**src/rtl/uart_rx_frame_pkg.sv**
```systemverilog
`default_nettype none
// ============================================================================
// Package  : uart_pkg
// Summary  : Shared UART types, defaults and the parity helper used by TX and RX.
// Revision : 1.0
// ============================================================================
package uart_pkg;

    localparam int OVERSAMPLE_DEFAULT = 16;

    typedef enum logic [2:0] {
        ST_IDLE   = 3'd0,
        ST_START  = 3'd1,
        ST_DATA   = 3'd2,
        ST_PARITY = 3'd3,
        ST_STOP   = 3'd4
    } uart_state_t;

    // parity=1 selects the XOR of the data, parity=0 its complement.
    function automatic logic parity_bit(input logic [7:0] data, input logic parity);
        return parity ? (^data) : (~^data);
    endfunction

endpackage
`default_nettype wire

```
**src/rtl/uart_sync_bit.sv**
```systemverilog
`default_nettype none
// ============================================================================
// Module   : uart_sync_bit
// Summary  : N-stage single-bit synchroniser, preset to 1 on reset (idle-high lines).
// Revision : 1.0
// ============================================================================
module uart_sync_bit #(
    parameter int STAGES = 2
) (
    input  logic clk,
    input  logic rst,
    input  logic d,
    output logic q
);

    logic [STAGES-1:0] r_sync;

    always_ff @(posedge clk or posedge rst) begin
        if (rst) begin
            r_sync <= '1;
        end else begin
            r_sync <= {r_sync[STAGES-2:0], d};
        end
    end

    assign q = r_sync[STAGES-1];

endmodule
`default_nettype wire

```
**src/rtl/uart_rx_frame.sv**
```systemverilog
`default_nettype none
// ============================================================================
// Module   : uart_rx_frame
// Summary  : UART receive framer, 16x oversampled, one-entry holding register.
// Options  : UART_RX_MAJORITY_EN - 3-sample majority vote around each sample point
// Revision : 1.0
// ============================================================================
module uart_rx_frame
    import uart_pkg::*;
#(
    parameter int OVERSAMPLE  = OVERSAMPLE_DEFAULT,
    parameter int SYNC_STAGES = 2
) (
    input  logic       clk26m,
    input  logic       rst26m,
    input  logic       rx_bpsclk16,
    input  logic       urxd_i,
    input  logic       check,
    input  logic       parity,
    input  logic       rx_ready,
    input  logic       ovr_clr,
    output logic       rx_bpsen,
    output logic       rx_valid,
    output logic [7:0] rx_data,
    output logic       rx_perr,
    output logic       rx_ferr,
    output logic       rx_break,
    output logic       rx_overrun
);

    localparam int             CW          = $clog2(OVERSAMPLE);
    localparam logic [CW-1:0]  C_MID_START = CW'(OVERSAMPLE/2 - 1);
    localparam logic [CW-1:0]  C_MID_BIT   = CW'(OVERSAMPLE - 1);

    uart_state_t   r_state;
    logic [CW-1:0] r_sample_cnt;
    logic [2:0]    r_bit_cnt;
    logic [7:0]    r_shreg;
    logic          r_check;
    logic          r_parity;
    logic          r_perr;
    logic          r_rxs_d;
    logic          w_rxs;
    logic          w_fall;
    logic [CW-1:0] w_mid;
    logic          w_at_mid;
    logic          w_decide;
    logic          w_bit;

    uart_sync_bit #(
        .STAGES (SYNC_STAGES)
    ) u_sync (
        .clk (clk26m),
        .rst (rst26m),
        .d   (urxd_i),
        .q   (w_rxs)
    );

    assign w_fall   = r_rxs_d & ~w_rxs;
    assign w_mid    = (r_state == ST_START) ? C_MID_START : C_MID_BIT;
    assign w_at_mid = rx_bpsclk16 && (r_state != ST_IDLE) && (r_sample_cnt == w_mid);

`ifdef UART_RX_MAJORITY_EN
    // Counter clears at mid as usual; the vote completes one tick later.
    logic r_maj_a;
    logic r_maj_b;
    logic r_pend;

    assign w_decide = rx_bpsclk16 && r_pend;
    assign w_bit    = (r_maj_a & r_maj_b) | (r_maj_a & w_rxs) | (r_maj_b & w_rxs);

    always_ff @(posedge clk26m or posedge rst26m) begin
        if (rst26m) begin
            r_maj_a <= 1'b1;
            r_maj_b <= 1'b1;
            r_pend  <= 1'b0;
        end else if (rx_bpsclk16 && (r_state != ST_IDLE)) begin
            if (r_sample_cnt == (w_mid - CW'(1))) begin
                r_maj_a <= w_rxs;
            end
            if (w_at_mid) begin
                r_maj_b <= w_rxs;
                r_pend  <= 1'b1;
            end else if (r_pend) begin
                r_pend  <= 1'b0;
            end
        end else if (r_state == ST_IDLE) begin
            r_pend <= 1'b0;
        end
    end
`else
    assign w_decide = w_at_mid;
    assign w_bit    = w_rxs;
`endif

    always_ff @(posedge clk26m or posedge rst26m) begin
        if (rst26m) begin
            r_state      <= ST_IDLE;
            r_sample_cnt <= '0;
            r_bit_cnt    <= '0;
            r_shreg      <= '0;
            r_check      <= 1'b0;
            r_parity     <= 1'b0;
            r_perr       <= 1'b0;
            r_rxs_d      <= 1'b1;
            rx_bpsen     <= 1'b0;
            rx_valid     <= 1'b0;
            rx_data      <= '0;
            rx_perr      <= 1'b0;
            rx_ferr      <= 1'b0;
            rx_break     <= 1'b0;
            rx_overrun   <= 1'b0;
        end else begin
            r_rxs_d  <= w_rxs;
            rx_bpsen <= (r_state != ST_IDLE);

            if (ovr_clr) begin
                rx_overrun <= 1'b0;
            end
            // A commit in the STOP branch below overrides this pop.
            if (rx_valid && rx_ready) begin
                rx_valid <= 1'b0;
            end

            if (rx_bpsclk16 && (r_state != ST_IDLE)) begin
                if (w_at_mid) begin
                    r_sample_cnt <= '0;
                end else begin
                    r_sample_cnt <= r_sample_cnt + CW'(1);
                end
            end

            case (r_state)
                ST_IDLE: begin
                    if (w_fall) begin
                        r_check      <= check;
                        r_parity     <= parity;
                        r_sample_cnt <= '0;
                        r_state      <= ST_START;
                    end
                end
                ST_START: begin
                    if (w_decide) begin
                        if (!w_bit) begin
                            r_bit_cnt <= '0;
                            r_perr    <= 1'b0;
                            r_state   <= ST_DATA;
                        end else begin
                            r_state   <= ST_IDLE;
                        end
                    end
                end
                ST_DATA: begin
                    if (w_decide) begin
                        r_shreg[r_bit_cnt] <= w_bit;
                        r_bit_cnt          <= r_bit_cnt + 3'd1;
                        if (r_bit_cnt == 3'd7) begin
                            r_state <= r_check ? ST_PARITY : ST_STOP;
                        end
                    end
                end
                ST_PARITY: begin
                    if (w_decide) begin
                        r_perr  <= w_bit ^ parity_bit(r_shreg, r_parity);
                        r_state <= ST_STOP;
                    end
                end
                ST_STOP: begin
                    if (w_decide) begin
                        r_state <= ST_IDLE;
                        if (!rx_valid || rx_ready) begin
                            rx_valid <= 1'b1;
                            rx_data  <= r_shreg;
                            rx_perr  <= r_perr;
                            rx_ferr  <= ~w_bit;
                            rx_break <= ~w_bit & (r_shreg == 8'h00);
                        end else begin
                            rx_overrun <= 1'b1;
                        end
                    end
                end
                default: r_state <= ST_IDLE;
            endcase
        end
    end

endmodule
`default_nettype wire

```
**config.mk**
```make
export PLATFORM = sky130hd
export DESIGN_NAME = uart_rx_frame
export DESIGN_NICKNAME = d
export VERILOG_FILES = /design/src/rtl/uart_rx_frame_pkg.sv /design/src/rtl/uart_sync_bit.sv /design/src/rtl/uart_rx_frame.sv
export SDC_FILE = /design/constraint.sdc
export NUM_CORES = 1
export LEC_CHECK = 0
export CAP_MARGIN = 20
export CORE_ASPECT_RATIO = 0.8
export CORE_MARGIN = 1.5
export CORE_UTILIZATION = 55
export CTS_BUF_LIST = sky130_fd_sc_hd__clkbuf_16
export DETAILED_ROUTE_END_ITERATION = 8
export HOLD_SLACK_MARGIN = 0.05
export PLACE_DENSITY = 0.81
export SLEW_MARGIN = 10
export SYNTH_ARGS = -nofsm -noshare
export SYNTH_HDL_FRONTEND = slang
export SYNTH_SLANG_ARGS = --single-unit
```
**constraint.sdc**
```tcl
create_clock -name clk26m -period 2.4 [get_ports clk26m]
set_input_delay 0.48 -clock clk26m [delete_from_list [all_inputs] [get_ports clk26m]]
set_output_delay 0.48 -clock clk26m [all_outputs]
set_load 0.02 [all_outputs]
```
==> metrics.md <==
| Metric | Value |
|---|---|
| Status | `completed` |
| Nets | `210` |
| Commonest cells in the netlist | `dfrtp_1, inv_1, mux2_2, o21ai_0` |
| Initial antenna violation count | `0` |
| GRT overflow | `0` |
| Number of flops mapped to enable cells by yosys | `0` |
| Main flop type after synthesis | `dfrtp_1` |
| Clock Skew | `0.003274 ns` |
| Vias in the first global route | `1467` |
| Total chip power | `1971 uW` |
| Dpl hpwl | `2611 um` |
| Pwr Density | `837.0 nW/um^2` |
| Worst path arrival time | `2.20 ns` |
| Worst EP required | `2.56 ns` |
| Post-Syn Area per Cell | `11.39 sq um` |
| Synth warn | `0` |
| CTS Root Cell | `clkbuf_16` |
| First-pass GRT wire length | `6789 um` |
| Int Pwr | `1402 uW` |
| WHS Path Cells | `0` |
| Slew HR | `68.05%` |
| Clk buf depth | `2` |
| Reg2reg path depth | `4` |
| Syn-to-layout area delta | `23.09%` |
| # rows | `18` |
| Initial Util | `59.82%` |
| Drt drc | `0` |
| Clk pwr share | `36.2%` |
| Die width | `68.94 um` |
| Synth top area share | `45.78%` |
| Antenna Nets Post-Route | `0` |
| Count leader, synth | `dfrtp_1` |
| Cts repair resizes | `0` |
| Power share of the sequential group | `43.0%` |
| Cell count after synthesis | `168` |
| 1st-pass router iterations | `4` |
| Number of buffers created by CTS | `5` |
| Post-CTS setup buffers | `0` |
| Crit-path max cell delay | `0.53 ns` |
| Total Routing Usage GR | `23.97%` |
| Switch share | `28.89%` |
| Mapped Nets | `183` |
| Yosys top cell by area | `dfrtp_1` |
| Kind of critical path | `primary input to flip-flop` |
| Clk sinks | `38` |
| CP Buf/Inv Count | `1` |
| Final Hold Viols | `0` |
| LEAKAGE | `0.001043 uW` |
| Hold_sp | `u_sync.r_sync[0]` |
| Maxcap violations | `0` |
| Final hold slack | `0.3552 ns` |
| Core area | `3198 sq um` |
| Placer Congestion | `0.8117` |
| WL/cell | `16.29 um` |
| Ranking of synthesized cells by area | `dfrtp_1, mux2_2, ha_1` |
| Via Count | `1399` |
| Post-synthesis async set-or-reset flop share | `100.0%` |
| Io pins | `22` |
| Worst-margin pin slew | `0.4766 ns` |
| Final setup TNS | `0 ns` |
| Final Setup Violations | `0` |
| Flop2flop setup slack | `0.38 ns` |
| Seq cells post-synth | `38` |
| Crit-path leading delay family | `simple AND/OR/NAND/NOR gates` |
| Placed Area | `2192 sq um` |
| Mean number of vias per cell | `5.928` |
| Final worst slack | `0.3573 ns` |
| # H-tree levels | `2` |
| Worst R2R End | `r_shreg[2]` |
| Total die area | `3843 sq um` |
| Sw power | `569.4 uW` |
| Pre-CTS setup slack | `0.06120 ns` |
| Mapped Area | `1913 sq um` |
| Worst-Skew Late Latency | `0.28 ns` |
| Initial DRC count | `164` |
| Crit-path cells | `clkdlybuf4s50_1, nand3_2, or3_4, nor4b_2, mux2_2` |
| Minimum clock period | `2.043 ns` |
| Port Buffers | `21` |
| Share of layout cells above drive strength 1 | `19.39%` |
| Worst-path maximum fanout | `5` |
| Register area share after synthesis | `49.90%` |
| Worst hold path class | `flip-flop to flip-flop` |
| Final Slew Violations | `0` |
| Combinational share of power | `20.8%` |
| Worst Hold End | `u_sync.r_sync[1]` |
| Final instance area | `2355 sq um` |
| Ant. Diodes | `0` |
| Pin count of the biggest net entering global routing | `39` |
| RSZ-0062 raised after global routing | `no` |
| CP max-delay cell | `clkdlybuf4s50_1` |
| Register clock-pin slew on the reported worst setup and hold paths | `0.05 ns` |
| Maximum clock frequency | `0.4896 GHz` |
| CTS tree | `done` |
| Netlist cell types | `48` |
| Hold buffer count at CTS | `0` |
| Reg2Reg Launch Point | `r_state[1]` |
| Die Y | `55.75 um` |
| Routed wire length | `3845 um` |
| Period utilisation layout | `85.11%` |
| Startpoint types | `primary input` |
| Crit end category | `flip-flop` |
| Worst vdd ir | `0.5984 mV` |
## kinds of logic after synthesis
logic type | synth area share (%)
AO/OA/AOI/OAI | 10.07
flip-flops | 49.90
XOR/XNOR | 3.205
buffers and inverters | 4.709
multiplexers | 11.18
adder cells (fa/ha/maj) | 4.578
AND/OR/NAND/NOR | 16.35
## worst reg2reg max path, cell delays in order (launching register included)
cell	delay, ns
dfrtp_1	0.62
nand3b_1	0.20
or3_4	0.40
nor4b_2	0.31
mux2_2	0.37
## how the worst max path moves through the flow
stage	start	to	cells past startpoint
floorplan	r_sample_cnt[0]	r_shreg[1]	5
global placement	rx_bpsclk16	r_shreg[1]	5
detailed placement	rx_bpsclk16	r_shreg[2]	5
CTS	rx_bpsclk16	r_shreg[2]	5
global route	r_state[0]	r_parity	3
finish	rx_bpsclk16	r_shreg[2]	5
## routing by layer
layer | track usage [%] | vias to the layer above | part of all wire, %
li1 | - | 659 | -
met4 | 6.723 | 0 | 1.3
met3 | 8.300 | 8 | 6.4
met1 | 33.38 | 677 | 45
met5 | 0 | - | 0
met2 | 35.58 | 55 | 47
## power groups by stage
stage               logic, uW  clock network [uW]  registers, uW
detailed placement        393                   0            852
finish                    411                 714            847
global placement          374                   0            844
CTS                       407                 729            845
global route              456                 754            865
floorplan                 321                   0            804
## layout make-up
cell class / instances / area, sq um
Clock buffer: 5 / 125.1
Tap cell: 40 / 50.05
Multi-Input combinational cell: 108 / 868.3
Sequential cell: 38 / 954.7
Clock inverter: 3 / 37.54
Fill cell: 222 / 843.3
Timing Repair Buffer: 29 / 270.3
Inverter: 13 / 48.80
## through the flow
step | std cells | util [%]
6_report | 236 | 73.63
5_1_grt | 236 | 73.63
4_1_cts | 236 | 73.63
3_5_place_dp | 228 | 68.54
3_3_place_gp | 228 | 68.54
2_1_floorplan | 168 | -
## placed cells by master (no fill, tap or decap), drive strengths merged, types with 2 or more instances in the layout
master and instances:
or4b 2, nor4 2, nor2b 2, nand4 3, dfstp 3, a21oi 6
nor3 6, nor2 5, clkdlybuf4s50 21, mux2 19, xor2 3, a211o 2
nand3b 3, dfrtp 35, ha 7, or3b 2, nand4b 2, o21ai 10
nor4b 2, xnor2 4, or3 3, inv 15, nand3 3, clkbuf 5
buf 8, nand2 7, a22o 2
## sequential cells by signal, indices dropped and copies added, names as in the netlist
name	count
r_state	3
r_bit_cnt	3
r_perr	1
r_parity	1
r_sample_cnt	4
rx_bpsen	1
rx_valid	1
rx_data	8
r_rxs_d	1
u_sync.r_sync	2
rx_break	1
r_shreg	8
r_check	1
rx_ferr	1
rx_overrun	1
rx_perr	1
Note: power is estimated with default switching activity, not from simulation.
